[src/rtl/alu_seq.sv]
// Sequential W-bit ALU with start/busy/done handshake, status flags,
// a shift-add multiplier and a one-bit-per-cycle rotator.
module alu_seq #(
   parameter int W  = 8,
   parameter int CW = $clog2(W)
) (
   input  logic           clk,
   input  logic           rst_n,
   input  logic           start,
   input  logic [3:0]     op,
   input  logic [W-1:0]   a,
   input  logic [W-1:0]   b,
   input  logic           cin,
   output logic           busy,
   output logic           done,
   output logic [2*W-1:0] result,
   output logic           flag_z,
   output logic           flag_n,
   output logic           flag_c,
   output logic           flag_v
);

   typedef enum logic {IDLE = 1'b0, EXEC = 1'b1} state_t;

   localparam logic [3:0] OP_AND = 4'h1, OP_OR  = 4'h2, OP_XOR = 4'h3;
   localparam logic [3:0] OP_ADD = 4'h4, OP_SUB = 4'h5, OP_SHL = 4'h6;
   localparam logic [3:0] OP_LSR = 4'h7, OP_ASR = 4'h8, OP_MUL = 4'h9;
   localparam logic [3:0] OP_ROL = 4'hA, OP_ROR = 4'hB;

   state_t           state_q, state_d;
   logic [3:0]       op_q;
   logic [CW-1:0]    cnt_q, last_q;
   logic [2*W-1:0]   acc_q, mcand_q;
   logic [W-1:0]     mplier_q, rot_q;
   logic             done_q, z_q, n_q, c_q, v_q;
   logic [2*W-1:0]   res_q;

   logic             accept, multi, last_step;
   logic [W:0]       add_sum, sub_dif;
   logic [2*W-1:0]   sc_res, step_res, mul_acc_nxt;
   logic             sc_c, sc_v, step_c;
   logic [W-1:0]     rol_nxt, ror_nxt;

   // Start is only honoured in IDLE; a zero-count rotate completes like a single-cycle op.
   assign accept    = (state_q == IDLE) && start;
   assign multi     = (op == OP_MUL) ||
                      (((op == OP_ROL) || (op == OP_ROR)) && (b[CW-1:0] != '0));
   assign last_step = (cnt_q == last_q);

   // State register
   always_ff @(posedge clk or negedge rst_n) begin
      if (!rst_n) state_q <= IDLE;
      else        state_q <= state_d;
   end

   // Next-state logic
   always_comb begin
      state_d = state_q;
      case (state_q)
         IDLE: if (accept && multi) state_d = EXEC;
         EXEC: if (last_step)       state_d = IDLE;
         default:                   state_d = IDLE;
      endcase
   end

   // Output logic
   always_comb begin
      busy   = (state_q == EXEC);
      done   = done_q;
      result = res_q;
      flag_z = z_q;
      flag_n = n_q;
      flag_c = c_q;
      flag_v = v_q;
   end

   // Single-cycle results, computed straight from the live operands
   always_comb begin
      add_sum = {1'b0, a} + {1'b0, b} + {{W{1'b0}}, cin};
      sub_dif = {1'b0, a} - {1'b0, b} - {{W{1'b0}}, cin};
      sc_res  = '0;
      sc_c    = 1'b0;
      sc_v    = 1'b0;
      case (op)
         OP_AND: sc_res = {{W{1'b0}}, a & b};
         OP_OR:  sc_res = {{W{1'b0}}, a | b};
         OP_XOR: sc_res = {{W{1'b0}}, a ^ b};
         OP_ADD: begin
            sc_res = {{(W-1){1'b0}}, add_sum};
            sc_c   = add_sum[W];
            sc_v   = (a[W-1] == b[W-1]) && (add_sum[W-1] != a[W-1]);
         end
         OP_SUB: begin
            sc_res = {{W{1'b0}}, sub_dif[W-1:0]};
            sc_c   = sub_dif[W];
            sc_v   = (a[W-1] != b[W-1]) && (sub_dif[W-1] != a[W-1]);
         end
         OP_SHL: begin sc_res = {{W{1'b0}}, a[W-2:0], 1'b0};    sc_c = a[W-1]; end
         OP_LSR: begin sc_res = {{(W+1){1'b0}}, a[W-1:1]};      sc_c = a[0];   end
         OP_ASR: begin sc_res = {{W{1'b0}}, a[W-1], a[W-1:1]};  sc_c = a[0];   end
         OP_ROL, OP_ROR: sc_res = {{W{1'b0}}, a};
         default: sc_res = '0;
      endcase
   end

   // One iteration of the multi-cycle datapath
   always_comb begin
      mul_acc_nxt = acc_q + (mplier_q[0] ? mcand_q : '0);
      rol_nxt     = {rot_q[W-2:0], rot_q[W-1]};
      ror_nxt     = {rot_q[0], rot_q[W-1:1]};
      step_res    = '0;
      step_c      = 1'b0;
      case (op_q)
         OP_MUL: begin step_res = mul_acc_nxt;          step_c = |mul_acc_nxt[2*W-1:W]; end
         OP_ROL: begin step_res = {{W{1'b0}}, rol_nxt}; step_c = rot_q[W-1];            end
         OP_ROR: begin step_res = {{W{1'b0}}, ror_nxt}; step_c = rot_q[0];              end
         default: begin step_res = '0;                  step_c = 1'b0;                  end
      endcase
   end

   // Datapath and result/flag registers
   always_ff @(posedge clk or negedge rst_n) begin
      if (!rst_n) begin
         op_q     <= '0;
         cnt_q    <= '0;
         last_q   <= '0;
         acc_q    <= '0;
         mcand_q  <= '0;
         mplier_q <= '0;
         rot_q    <= '0;
         done_q   <= 1'b0;
         res_q    <= '0;
         z_q      <= 1'b0;
         n_q      <= 1'b0;
         c_q      <= 1'b0;
         v_q      <= 1'b0;
      end else begin
         done_q <= 1'b0;
         if (accept) begin
            op_q     <= op;
            cnt_q    <= '0;
            last_q   <= (op == OP_MUL) ? CW'(W-1) : (b[CW-1:0] - 1'b1);
            acc_q    <= '0;
            mcand_q  <= {{W{1'b0}}, a};
            mplier_q <= b;
            rot_q    <= a;
            if (!multi) begin
               res_q  <= sc_res;
               z_q    <= (sc_res == '0);
               n_q    <= sc_res[W-1];
               c_q    <= sc_c;
               v_q    <= sc_v;
               done_q <= 1'b1;
            end
         end else if (state_q == EXEC) begin
            acc_q    <= mul_acc_nxt;
            mcand_q  <= mcand_q << 1;
            mplier_q <= mplier_q >> 1;
            rot_q    <= (op_q == OP_ROL) ? rol_nxt : ror_nxt;
            cnt_q    <= cnt_q + 1'b1;
            if (last_step) begin
               res_q  <= step_res;
               z_q    <= (step_res == '0);
               n_q    <= (op_q == OP_MUL) ? step_res[2*W-1] : step_res[W-1];
               c_q    <= step_c;
               v_q    <= 1'b0;
               done_q <= 1'b1;
            end
         end
      end
   end

endmodule

[config.mk]
export PLATFORM = sky130hd
export DESIGN_NAME = alu_seq
export DESIGN_NICKNAME = d
export VERILOG_FILES = /design/src/rtl/alu_seq.sv
export SDC_FILE = /design/constraint.sdc
export NUM_CORES = 1
export LEC_CHECK = 0
export ABC_CLOCK_PERIOD_IN_PS = 3960
export BUFFER_PORTS_ARGS = -buffer_cell sky130_fd_sc_hd__buf_2
export CORE_AREA = 2 2 114 116
export DETAILED_ROUTE_END_ITERATION = 10
export DIE_AREA = 0 0 116 118
export HOLD_SLACK_MARGIN = 0.12
export PLACE_DENSITY = 0.69
export SLEW_MARGIN = 25
export SYNTH_ARGS = -nofsm -noshare
export SYNTH_HDL_FRONTEND = slang
export SYNTH_SLANG_ARGS = --single-unit
[constraint.sdc]
create_clock -name clk -period 3.96 [get_ports clk]
set_clock_uncertainty 0.2 [all_clocks]
set_input_delay 1.188 -clock clk [delete_from_list [all_inputs] [get_ports clk]]
set_output_delay 1.188 -clock clk [all_outputs]
set_load 0.01 [all_outputs]
==> metrics.md, run 1 <==
| Metric | Value |
|---|---|
| Result of the run | `complete, no violations` |
| Count of vias placed by the detailed router | `5631` |
| Relative area change from synthesis to final layout | `14.84%` |
| Detailed Route WL | `17.00 mm` |
| Vias in the first global route | `5464` |
| Setup repair after global routing missed its margin | `no` |
| Effective utilization at floorplan | `50.45%` |
| Slew at the pin with the worst max-slew slack | `0.8746 ns` |
| Detailed-routing iteration count for the pre-antenna-repair pass | `5` |
| Yosys top cell area share | `31.96%` |
| Share of async-settable or async-resettable flops after synthesis | `100.0%` |
| Number of distinct library cell variants in the gate-level netlist after synthesis | `76` |
| Worst path cell trace | `buf_2, fa_1, fa_1, a211oi_1, o21bai_1, a21oi_1, o21ai_0, o211ai_1, a31oi_1, or3_1, o21ba_1` |
| Crit end category | `register` |
| Worst ir drop on vdd | `0.2594 mV` |
| Top_reg_cell synth | `sky130_fd_sc_hd__dfrtp_1` |
| Final hold slack | `0.2634 ns` |
| Clock-pin transition on the worst setup and hold timing paths | `0.06 ns` |
| Core area | `0.01241 mm2` |
| Count of synthesis-stage warnings from yosys | `0` |
| Upper clock frequency limit | `270.2 MHz` |
| Overall track demand over capacity in global routing | `25.82%` |
| Number of DRC violations after detailed routing | `0` |
| Wire length of the first global-routing pass | `27.81 mm` |
| Number of nets in the finished design | `852` |
| Average wire per standard cell | `17.85 um` |
| Weighted congestion at the end of routability-driven global placement | `0.9245` |
| Slew HR | `41.48%` |
| # port buffers | `45` |
| Grt ovf | `0` |
| Number of clock sinks | `80` |
| Largest fanout of any net on the critical path | `3` |
| Most frequent standard cell in the layout excluding fill and tap cells | `sky130_fd_sc_hd__dfrtp_1` |
| Buffer type at the clock tree root | `sky130_fd_sc_hd__clkbuf_16` |
| Fraction of final layout cells sized beyond drive strength 1 | `16.15%` |
| Largest stage delay on the critical path | `0.48 ns` |
| Height of the die | `118 um` |
| Final Instance Area | `0.007193 mm2` |
| Initial antenna violation count | `0` |
| Hold-fix buffer count after cts | `0` |
| Final Max Slew Viols | `0` |
| Horiz. Die Dim | `116 um` |
| Crit-path slowest cell | `sky130_fd_sc_hd__fa_1` |
| Number of flip-flops and latches in the synthesized netlist | `80` |
| Arrival time at the worst endpoint | `3.74 ns` |
| Routed Antenna Nets | `0` |
| CP Launch Type | `input pin` |
| P per Cell Area | `612.8 mW/mm2` |
| Share of the yosys chip area belonging to registers | `31.96%` |
| Maximum buffer depth of the clock tree | `2` |
| Sum of net half-perimeters after detailed placement | `12.82 mm` |
| Net count of the mapped netlist | `795` |
| Total instance count after detailed placement | `936` |
| Num CTS Buffers | `9` |
| Count of routing violations after the opening detailed-route iteration | `488` |
| Synth Instances | `718` |
| Leakage power total | `3.360 nW` |
| # H-tree levels | `3` |
| Required time of the worst setup path | `4.00 ns` |
| Final Setup Violations | `0` |
| Most used cells in the layout excluding fill and tap cells | `79 x sky130_fd_sc_hd__dfrtp_1, 70 x sky130_fd_sc_hd__nand2_1, 53 x sky130_fd_sc_hd__nor2_1` |
| Insertion delay to the later sink of the worst-skew pair | `0.35 ns` |
| Type of the most critical hold path | `reg2reg` |
| Vias per inst | `5.915` |
| Number of primary I/O pins | `46` |
| Post-Layout Cell Count | `952` |
| Number of flops mapped to enable cells by yosys | `0` |
| Clock tree from TritonCTS | `yes` |
| Most frequent cell on the critical path | `sky130_fd_sc_hd__fa_1` |
| Netlist Area Pre-Place | `0.006264 mm2` |
| Maximum number of pins on one net before global-route repair | `78` |
| Synth area leader | `sky130_fd_sc_hd__dfrtp_1` |
| Post-place instance area | `0.006835 mm2` |
| Final hold vios | `0` |
| Mean cell area of the mapped netlist | `8.724 um2` |
| Number of max-cap violations | `0` |
| Main area contributors after synthesis | `sky130_fd_sc_hd__dfrtp_1 32%, sky130_fd_sc_hd__ha_1 9.6%, sky130_fd_sc_hd__mux2i_1 4.5%` |
| Setup CP Type | `in2reg` |
| Share of the clock period used by the worst path after layout | `93.44%` |
| Site row count | `41` |
| Final critical delay including setup and external delays | `3.700 ns` |
| ANT cells | `0` |
| Die area | `0.01369 mm2` |
==> worst max-delay path, delay by kind of cell <==
family / cells / cell delay, ns
adders and majority gates: 2 / 0.88
and+or+nand+nor: 1 / 0.37
AOI/OAI and AO/OA: 7 / 1.17
buffers and inverters: 1 / 0.13
==> cell type report <==
class	count	area (um2)
multi-input cells	560	3941
clock buffers	11	242.7
flip-flops and latches	80	2003
inverters	39	146.4
well taps	172	215.2
repair buffers	85	540.5
fillers	1145	5221
clock inverters	5	103.9
==> worst paths after layout <==
| kind | startpoint | endpoint | slack, ns | cells after the start |
|---|---|---|---|---|
| min in group asynchronous | rst_n | mcand_q[11] | 0.61 | 1 |
| min | result[3] | result[3] | 0.26 | 2 |
| max in group asynchronous | rst_n | busy | 2.34 | 2 |
| max reg2reg | mplier_q[0] | flag_c | 0.51 | 11 |
| max | a[0] | flag_c | 0.26 | 11 |
| min reg2reg | result[3] | result[3] | 0.26 | 2 |
==> cell families after synthesis <==
kind of cell             after synthesis  synth area share, %
AND/OR/NAND/NOR                      227                17.76
AO/OA/AOI/OAI                        222                24.81
flip-flops                            80                31.96
buffers and inverters                 78                5.294
adder cells (fa/ha/maj)               53                11.19
multiplexers                          36                5.913
XOR/XNOR                              22                3.076
==> registers in the layout (all words and copies together) (netlist names), 3 cells and up <==
signal / count
acc_q: 16
mcand_q: 16
result: 16
mplier_q: 8
rot_q: 8
op_q: 4
cnt_q: 3
last_q: 3
==> synthesized netlist by cell type (all sizes together), types with 3 or more instances <==
cell     number
dfrtp        80
nand2        70
nor2         54
o21ai        53
ha           48
inv          38
a21oi        36
mux2i        28
a22o         24
clkbuf       24
a211oi       23
nand2b       17
nor2b        17
nor3         17
and2         16
buf          15
xnor2        14
o211ai       11
a31oi        10
nand3        10
a22oi         9
a21o          8
mux2          8
xor2          8
a32oi         5
and3          5
fa            5
a2111oi       4
nand4         4
o21bai        4
o31ai         4
a211o         3
a32o          3
nor3b         3
o211a         3
==> through the flow <==
stage	power [mW]	setup WS (ns)	TNS [ns]	util, %
floorplan	2.842	0.1732	0	-
global placement	3.333	-0.05979	-0.1661	55.06
detailed placement	3.411	-0.1278	-0.4722	55.06
CTS	4.408	0.2249	0	57.85
global route	4.736	0.04323	0	57.94
finish	4.408	0.2596	0	57.94
==> routing by layer <==
metal	routed length [um]	GRT usage, %	up-vias
li1	-	-	2719
met2	7486	38.74	188
met1	8128	36.59	2686
met3	908	5.767	38
met5	0	0	-
met4	471	8.705	0
==> report_power, final <==
group | switching, mW | internal [mW] | total, mW
sequential | 0.272 | 1.13 | 1.40
combinational | 1.17 | 0.842 | 2.02
clock | 0.357 | 0.634 | 0.991
total | 1.80 | 2.61 | 4.41
==> repair_timing <==
| action | CTS | global route |
|---|---|---|
| setup endpoints to repair | 0 | 4 |
| resized for setup | 0 | 2 |
| hold endpoints to repair | 0 | 0 |
| setup buffers | 0 | 0 |
(Power assumes the default switching activity.)
==> run 2, diff against run 1 <==
- MAX_ROUTING_LAYER: unset -> met4
==> metrics.md, run 2 (same netlist as run 1, synthesis figures left out) <==
| Metric | Value |
|---|---|
| Slew HR | `43.56% (+2.1 points)` |
| Number of clock sinks | `80 (unchanged)` |
| Height of the die | `118 um (unchanged)` |
| Count of routing violations after the opening detailed-route iteration | `638 (+31%)` |
| Setup repair after global routing missed its margin | `no` |
| Average wire per standard cell | `18.06 um (+1.2%)` |
| Number of nets in the finished design | `850 (-0.23%)` |
| Vias per inst | `5.963 (+0.82%)` |
| P per Cell Area | `603.5 mW/mm2 (-1.5%)` |
| Number of DRC violations after detailed routing | `0 (unchanged)` |
| Result of the run | `complete, no violations` |
| Most used cells in the layout excluding fill and tap cells | `79 x sky130_fd_sc_hd__dfrtp_1, 70 x sky130_fd_sc_hd__nand2_1, 53 x sky130_fd_sc_hd__nor2_1` |
| Type of the most critical hold path | `reg2reg` |
| Worst ir drop on vdd | `0.2451 mV (-5.5%)` |
| Buffer type at the clock tree root | `sky130_fd_sc_hd__clkbuf_16` |
| Share of the clock period used by the worst path after layout | `93.87% (+0.42 points)` |
| Most frequent standard cell in the layout excluding fill and tap cells | `sky130_fd_sc_hd__dfrtp_1` |
| Total power of the final layout | `4.292 mW (-2.6%)` |
| Worst path cell trace | `buf_2, inv_1, fa_1, fa_1, o21ai_0, nand2b_1, xnor2_1, nor2_1, nor4_1, buf_4, and3b_1, nand4_1, o211ai_1` |
| Slew at the pin with the worst max-slew slack | `0.8436 ns (-0.03106 ns)` |
| Effective utilization at floorplan | `50.45% (unchanged)` |
| Horiz. Die Dim | `116 um (unchanged)` |
| Final hold vios | `0 (unchanged)` |
| Final hold slack | `0.2662 ns (+0.002745 ns)` |
| Die area | `0.01369 mm2 (unchanged)` |
| Weighted congestion at the end of routability-driven global placement | `0.9635 (+4.2%)` |
| Initial antenna violation count | `0 (unchanged)` |
| Upper clock frequency limit | `269.0 MHz (-0.45%)` |
| Wire length of the first global-routing pass | `28.10 mm (+1.1%)` |
| Sum of net half-perimeters after detailed placement | `12.96 mm (+1.1%)` |
| Setup CP Type | `in2reg` |
| Routed Antenna Nets | `0 (unchanged)` |
| Vias in the first global route | `5354 (-2.0%)` |
| CP Launch Type | `input pin` |
| Number of max-cap violations | `0 (unchanged)` |
| Maximum number of pins on one net before global-route repair | `77 (-1.3%)` |
| Leakage power total | `3.320 nW (-1.2%)` |
| Arrival time at the worst endpoint | `3.77 ns (+0.03 ns)` |
| Final Max Slew Viols | `0 (unchanged)` |
| Num CTS Buffers | `9 (unchanged)` |
| Fraction of final layout cells sized beyond drive strength 1 | `15.81% (-0.34 points)` |
| Crit-path slowest cell | `sky130_fd_sc_hd__fa_1` |
| Fillers | `1155 (+0.87%)` |
| Number of primary I/O pins | `46 (unchanged)` |
| Largest stage delay on the critical path | `0.45 ns (-0.03 ns)` |
| Summed negative setup slack over all endpoints | `0 ns (unchanged)` |
| Most frequent cell on the critical path | `sky130_fd_sc_hd__fa_1` |
| Maximum buffer depth of the clock tree | `2 (unchanged)` |
| ANT cells | `0 (unchanged)` |
| Site row count | `41 (unchanged)` |
| Overall track demand over capacity in global routing | `26.65% (+0.83 points)` |
| Grt ovf | `0 (unchanged)` |
| Detailed Route WL | `17.16 mm (+0.97%)` |
| Required time of the worst setup path | `4.01 ns (about the same)` |
| Relative area change from synthesis to final layout | `13.54%` |
| # port buffers | `45 (unchanged)` |
| Clock tree from TritonCTS | `yes` |
| Detailed-routing iteration count for the pre-antenna-repair pass | `6 (+1)` |
| Count of vias placed by the detailed router | `5665 (+0.60%)` |
| Insertion delay to the later sink of the worst-skew pair | `0.35 ns (about the same)` |
| Clock-pin transition on the worst setup and hold timing paths | `0.06 ns (about the same)` |
| Crit end category | `register` |
| # H-tree levels | `3 (unchanged)` |
| Final Setup Violations | `0 (unchanged)` |
| Final critical delay including setup and external delays | `3.717 ns (+0.01677 ns)` |
| Hold-fix buffer count after cts | `0 (unchanged)` |
| Core area | `0.01241 mm2 (unchanged)` |
| Largest fanout of any net on the critical path | `4 (+1)` |
run 2: cell count changes in the layout (fill, tap and decap cells not counted), sizes merged:
| cell | delta |
|---|---|
| clkinv | +1 |
| buf | -2 |
| bufinv | -2 |
| clkinvlp | +1 |
run 2: path summary, 6_finish.rpt:
| check | endpoint | cells after the start | slack [ns] | from |
|---|---|---|---|---|
| max | flag_z | 13 | 0.24 | b[0] |
| min | result[3] | 2 | 0.27 | result[3] |
| max reg2reg | flag_c | 11 | 0.46 | mplier_q[0] |
| min reg2reg | result[3] | 2 | 0.27 | result[3] |
| max in group asynchronous | mplier_q[1] | 2 | 2.19 | rst_n |
| min in group asynchronous | mcand_q[14] | 1 | 0.67 | rst_n |
run 2: where the power goes:
part / leakage, nW / total, mW / internal [mW] / switching [mW]
Clock: 0.145 / 0.847 / 0.505 / 0.342
Combinational: 2.15 / 2.04 / 0.839 / 1.20
Sequential: 1.02 / 1.41 / 1.13 / 0.276
Total: 3.32 / 4.29 / 2.47 / 1.82
run 2: through the flow:
step	utilization (%)	worst slack [ns]	std cells	area, um2
5_1_grt	57.29	0.05024	950	7112
3_3_place_gp	54.84	-0.04939	934	6808
6_report	57.29	0.2428	950	7112
4_1_cts	57.25	0.2471	950	7107
3_5_place_dp	54.84	-0.09487	934	6808
2_1_floorplan	-	0.1732	718	6264
run 2: timing repair:
item	CTS	global route
buffers inserted	0	0
gates resized for setup	0	1
setup endpoints to repair	0	2
run 2: area by class of cell:
class / count / area (um2) / share of cell area (%)
Sequential cell: 80 / 2003 / 28.17
Tap cell: 172 / 215.2 / 3.026
Clock inverter: 5 / 56.30 / 0.7917
Multi-Input combinational cell: 560 / 3935 / 55.33
Clock buffer: 11 / 242.7 / 3.413
Timing Repair Buffer: 83 / 513.0 / 7.213
Inverter: 39 / 146.4 / 2.058
run 2: worst max-delay path: cells and delay by family:
family	cells	cell delay (ns)
adders and majority gates	2	0.85
AOI/OAI and AO/OA	2	0.39
buffers and inverters	3	0.40
xor gates and xnor gates	1	0.14
and+or+nand+nor	5	0.82
run 2: metal layers:
metal	vias up	routed length [um]	global-route usage [%]
li1	2717	-	-
met1	2716	8009	36.69
met2	190	7746	38.93
met3	42	1015	5.922
met4	0	388	8.705
met5	-	0	-
==> run 3, diff against run 2 <==
- CORE_AREA: 2 2 114 116 -> 2 2 105 127
- DIE_AREA: 0 0 116 118 -> 0 0 107 129
- PLACE_DENSITY: 0.69 -> 0.68
==> metrics.md, run 3 (same netlist as run 1, synthesis figures left out) <==
| Metric | Value |
|---|---|
| Result of the run | `complete, no violations` |
| Leakage power total | `3.339 nW (+0.55%)` |
| Number of clock sinks | `80 (unchanged)` |
| Arrival time at the worst endpoint | `3.81 ns (+0.04 ns)` |
| Cell count of the worst hold path | `2 (unchanged)` |
| Type of the most critical hold path | `reg2reg` |
| Number of max-cap violations | `0 (unchanged)` |
| Average wire per standard cell | `18.36 um (+1.6%)` |
| Hold-fix buffer count after cts | `0 (unchanged)` |
| Upper clock frequency limit | `265.2 MHz (-1.4%)` |
| Initial antenna violation count | `0 (unchanged)` |
| Family of cells with the greatest summed delay on the critical path | `compound AO/OA/AOI/OAI gates` |
| Insertion delay to the later sink of the worst-skew pair | `0.34 ns (about the same)` |
| GRT met1 Usage | `32.29% (-4.4 points)` |
| Relative area change from synthesis to final layout | `13.84%` |
| Sum of net half-perimeters after detailed placement | `13.15 mm (+1.4%)` |
| Worst Hold Launch | `result[4]` |
| Wire length of the first global-routing pass | `28.21 mm (+0.37%)` |
| # port buffers | `45 (unchanged)` |
| Final critical delay including setup and external delays | `3.771 ns (+0.05401 ns)` |
| P per Cell Area | `604.7 mW/mm2 (+0.21%)` |
| Clock tree from TritonCTS | `yes` |
| Final Setup Violations | `0 (unchanged)` |
| Grt ovf | `0 (unchanged)` |
| Critical Path Source | `a[0]` |
| Worst ir drop on vdd | `0.3234 mV (+32%)` |
| Maximum number of pins on one net before global-route repair | `77 (unchanged)` |
| Crit end category | `register` |
| Maximum buffer depth of the clock tree | `2 (unchanged)` |
| Slew HR | `45.74% (+2.2 points)` |
| Vias per inst | `5.981 (+0.30%)` |
| Setup CP Type | `in2reg` |
| Site row count | `45 (+9.8%)` |
| Critical register-to-register path startpoint | `mcand_q[0]` |
| Num CTS Buffers | `9 (unchanged)` |
| Horiz. Die Dim | `107 um (-7.8%)` |
| Post-Layout Cell Count | `945 (-0.53%)` |
| Count of routing violations after the opening detailed-route iteration | `478 (-25%)` |
| # H-tree levels | `3 (unchanged)` |
| Worst path cell trace | `buf_2, fa_1, fa_1, a211oi_1, o21bai_1, a21oi_1, o21ai_0, o211ai_1, a31oi_1, or3_1, o21ba_1` |
| Summed negative setup slack over all endpoints | `0 ns (unchanged)` |
| Slew at the pin with the worst max-slew slack | `0.8108 ns (-0.03271 ns)` |
| ANT cells | `0 (unchanged)` |
| Sink of the worst hold path | `result[4]` |
| Worst setup slack for register-to-register paths | `0.57 ns (+0.11 ns)` |
| Overall track demand over capacity in global routing | `26.90% (+0.24 points)` |
| Detailed-routing iteration count for the pre-antenna-repair pass | `7 (+1)` |
| Most congested layer reported by global routing | `met2` |
| Most used cells in the layout excluding fill and tap cells | `79 x sky130_fd_sc_hd__dfrtp_1, 70 x sky130_fd_sc_hd__nand2_1, 53 x sky130_fd_sc_hd__nor2_1` |
| CP Launch Type | `input pin` |
| Crit-path slowest cell | `sky130_fd_sc_hd__fa_1` |
| Largest fanout of any net on the critical path | `3 (-1)` |
| Largest stage delay on the critical path | `0.46 ns (about the same)` |
| Clock-pin transition on the worst setup and hold timing paths | `0.07 ns (about the same)` |
| Height of the die | `129 um (+9.3%)` |
| Number of buffer and inverter stages on the critical path | `1 (-2)` |
| Most frequent cell on the critical path | `sky130_fd_sc_hd__fa_1` |
| Die area | `0.01380 mm2 (+0.84%)` |
| Fillers | `1159 (+0.35%)` |
| Required time of the worst setup path | `3.99 ns (-0.02 ns)` |
| Count of vias placed by the detailed router | `5652 (-0.23%)` |
| Final hold slack | `0.2800 ns (+0.01380 ns)` |
| Core area | `0.01256 mm2 (+1.1%)` |
| Met3 Resource Use GR | `5.066% (-0.86 points)` |
| Setup repair after global routing missed its margin | `no` |
| Effective utilization at floorplan | `49.89% (-0.57 points)` |
| Number of DRC violations after detailed routing | `0 (unchanged)` |
| Final Max Slew Viols | `0 (unchanged)` |
| Weighted congestion at the end of routability-driven global placement | `0.9841 (+2.1%)` |
| Vias in the first global route | `5551 (+3.7%)` |
| Number of primary I/O pins | `46 (unchanged)` |
| Endpoint of the worst register-to-register path | `flag_c` |
| Total instance count after detailed placement | `929 (-0.54%)` |
| Detailed Route WL | `17.35 mm (+1.1%)` |
| Most frequent standard cell in the layout excluding fill and tap cells | `sky130_fd_sc_hd__dfrtp_1` |
| Routed Antenna Nets | `0 (unchanged)` |
| Final hold vios | `0 (unchanged)` |
| Buffer type at the clock tree root | `sky130_fd_sc_hd__clkbuf_16` |
| Share of the clock period used by the worst path after layout | `95.23% (+1.4 points)` |
| Met2 Track Usage GR | `43.91% (+5.0 points)` |
| Count of cells along the worst register-to-register path | `12 (+1)` |
| Fraction of final layout cells sized beyond drive strength 1 | `16.26% (+0.45 points)` |
| Number of nets in the finished design | `853 (+0.35%)` |
==> run 3: changes by cell type in the layout (fill, tap and decap cells not counted), sizes merged <==
cell and delta:
buf +3, clkbuf -2, inv +2
==> run 3: what timing repair did <==
| action | CTS | global route |
|---|---|---|
| buffers inserted | 0 | 0 |
| endpoints found under the hold margin | 0 | 0 |
| setup endpoints to repair | 0 | 1 |
| gates resized for setup | 0 | 1 |
==> run 3: per-stage QoR <==
stage	utilization (%)	area, um2	total power [mW]	setup slack [ns]
global placement	54.32	6820	3.364	-0.1033
detailed placement	54.32	6820	3.434	-0.1815
finish	56.79	7131	4.312	0.1888
global route	56.79	7131	4.631	0.03547
floorplan	-	6264	2.842	0.1732
CTS	56.75	7126	4.303	0.1755
==> run 3: layer usage <==
layer	wire (um)	share of wire, %
met1	7498	43
met2	8057	46
met3	928	5.3
met4	864	5.0
met5	0	0
==> run 3: how the worst max path moves through the flow <==
stage	endpoint	slack, ns	depth (start not counted)
after global placement	flag_c	-0.10	11
final	flag_c	0.19	11
after global routing	flag_c	0.04	11
after floorplan	flag_c	0.17	10
after detailed placement	flag_z	-0.18	13
after CTS	flag_z	0.18	13
==> run 3: where the power goes <==
| group | switching, mW | internal (mW) | total, mW | leakage [nW] |
|---|---|---|---|---|
| Sequential | 0.282 | 1.13 | 1.41 | 1.02 |
| Clock | 0.363 | 0.496 | 0.859 | 0.148 |
| Combinational | 1.20 | 0.843 | 2.04 | 2.17 |
| Total | 1.84 | 2.47 | 4.31 | 3.34 |
==> run 3: area by class of cell <==
type	count	area (um2)	share of cell area (%)
Multi-Input combinational cell	560	3935	55.19
Sequential cell	80	2003	28.09
Timing Repair Buffer	86	535.5	7.510
Clock buffer	9	225.2	3.158
Tap cell	164	205.2	2.878
Inverter	39	146.4	2.053
Clock inverter	7	80.08	1.123
==> run 3: worst register-to-register path, cell delays in order (launching register included) <==
cell,delay (ns)
sky130_fd_sc_hd__dfrtp_1,0.39
sky130_fd_sc_hd__and2_1,0.19
sky130_fd_sc_hd__ha_1,0.22
sky130_fd_sc_hd__fa_1,0.43
sky130_fd_sc_hd__a21oi_1,0.22
sky130_fd_sc_hd__o2111ai_1,0.20
sky130_fd_sc_hd__buf_4,0.19
sky130_fd_sc_hd__a21o_2,0.20
sky130_fd_sc_hd__a21oi_1,0.17
sky130_fd_sc_hd__xnor2_1,0.18
sky130_fd_sc_hd__nor4_1,0.35
sky130_fd_sc_hd__a21oi_2,0.13
sky130_fd_sc_hd__o21ba_1,0.20
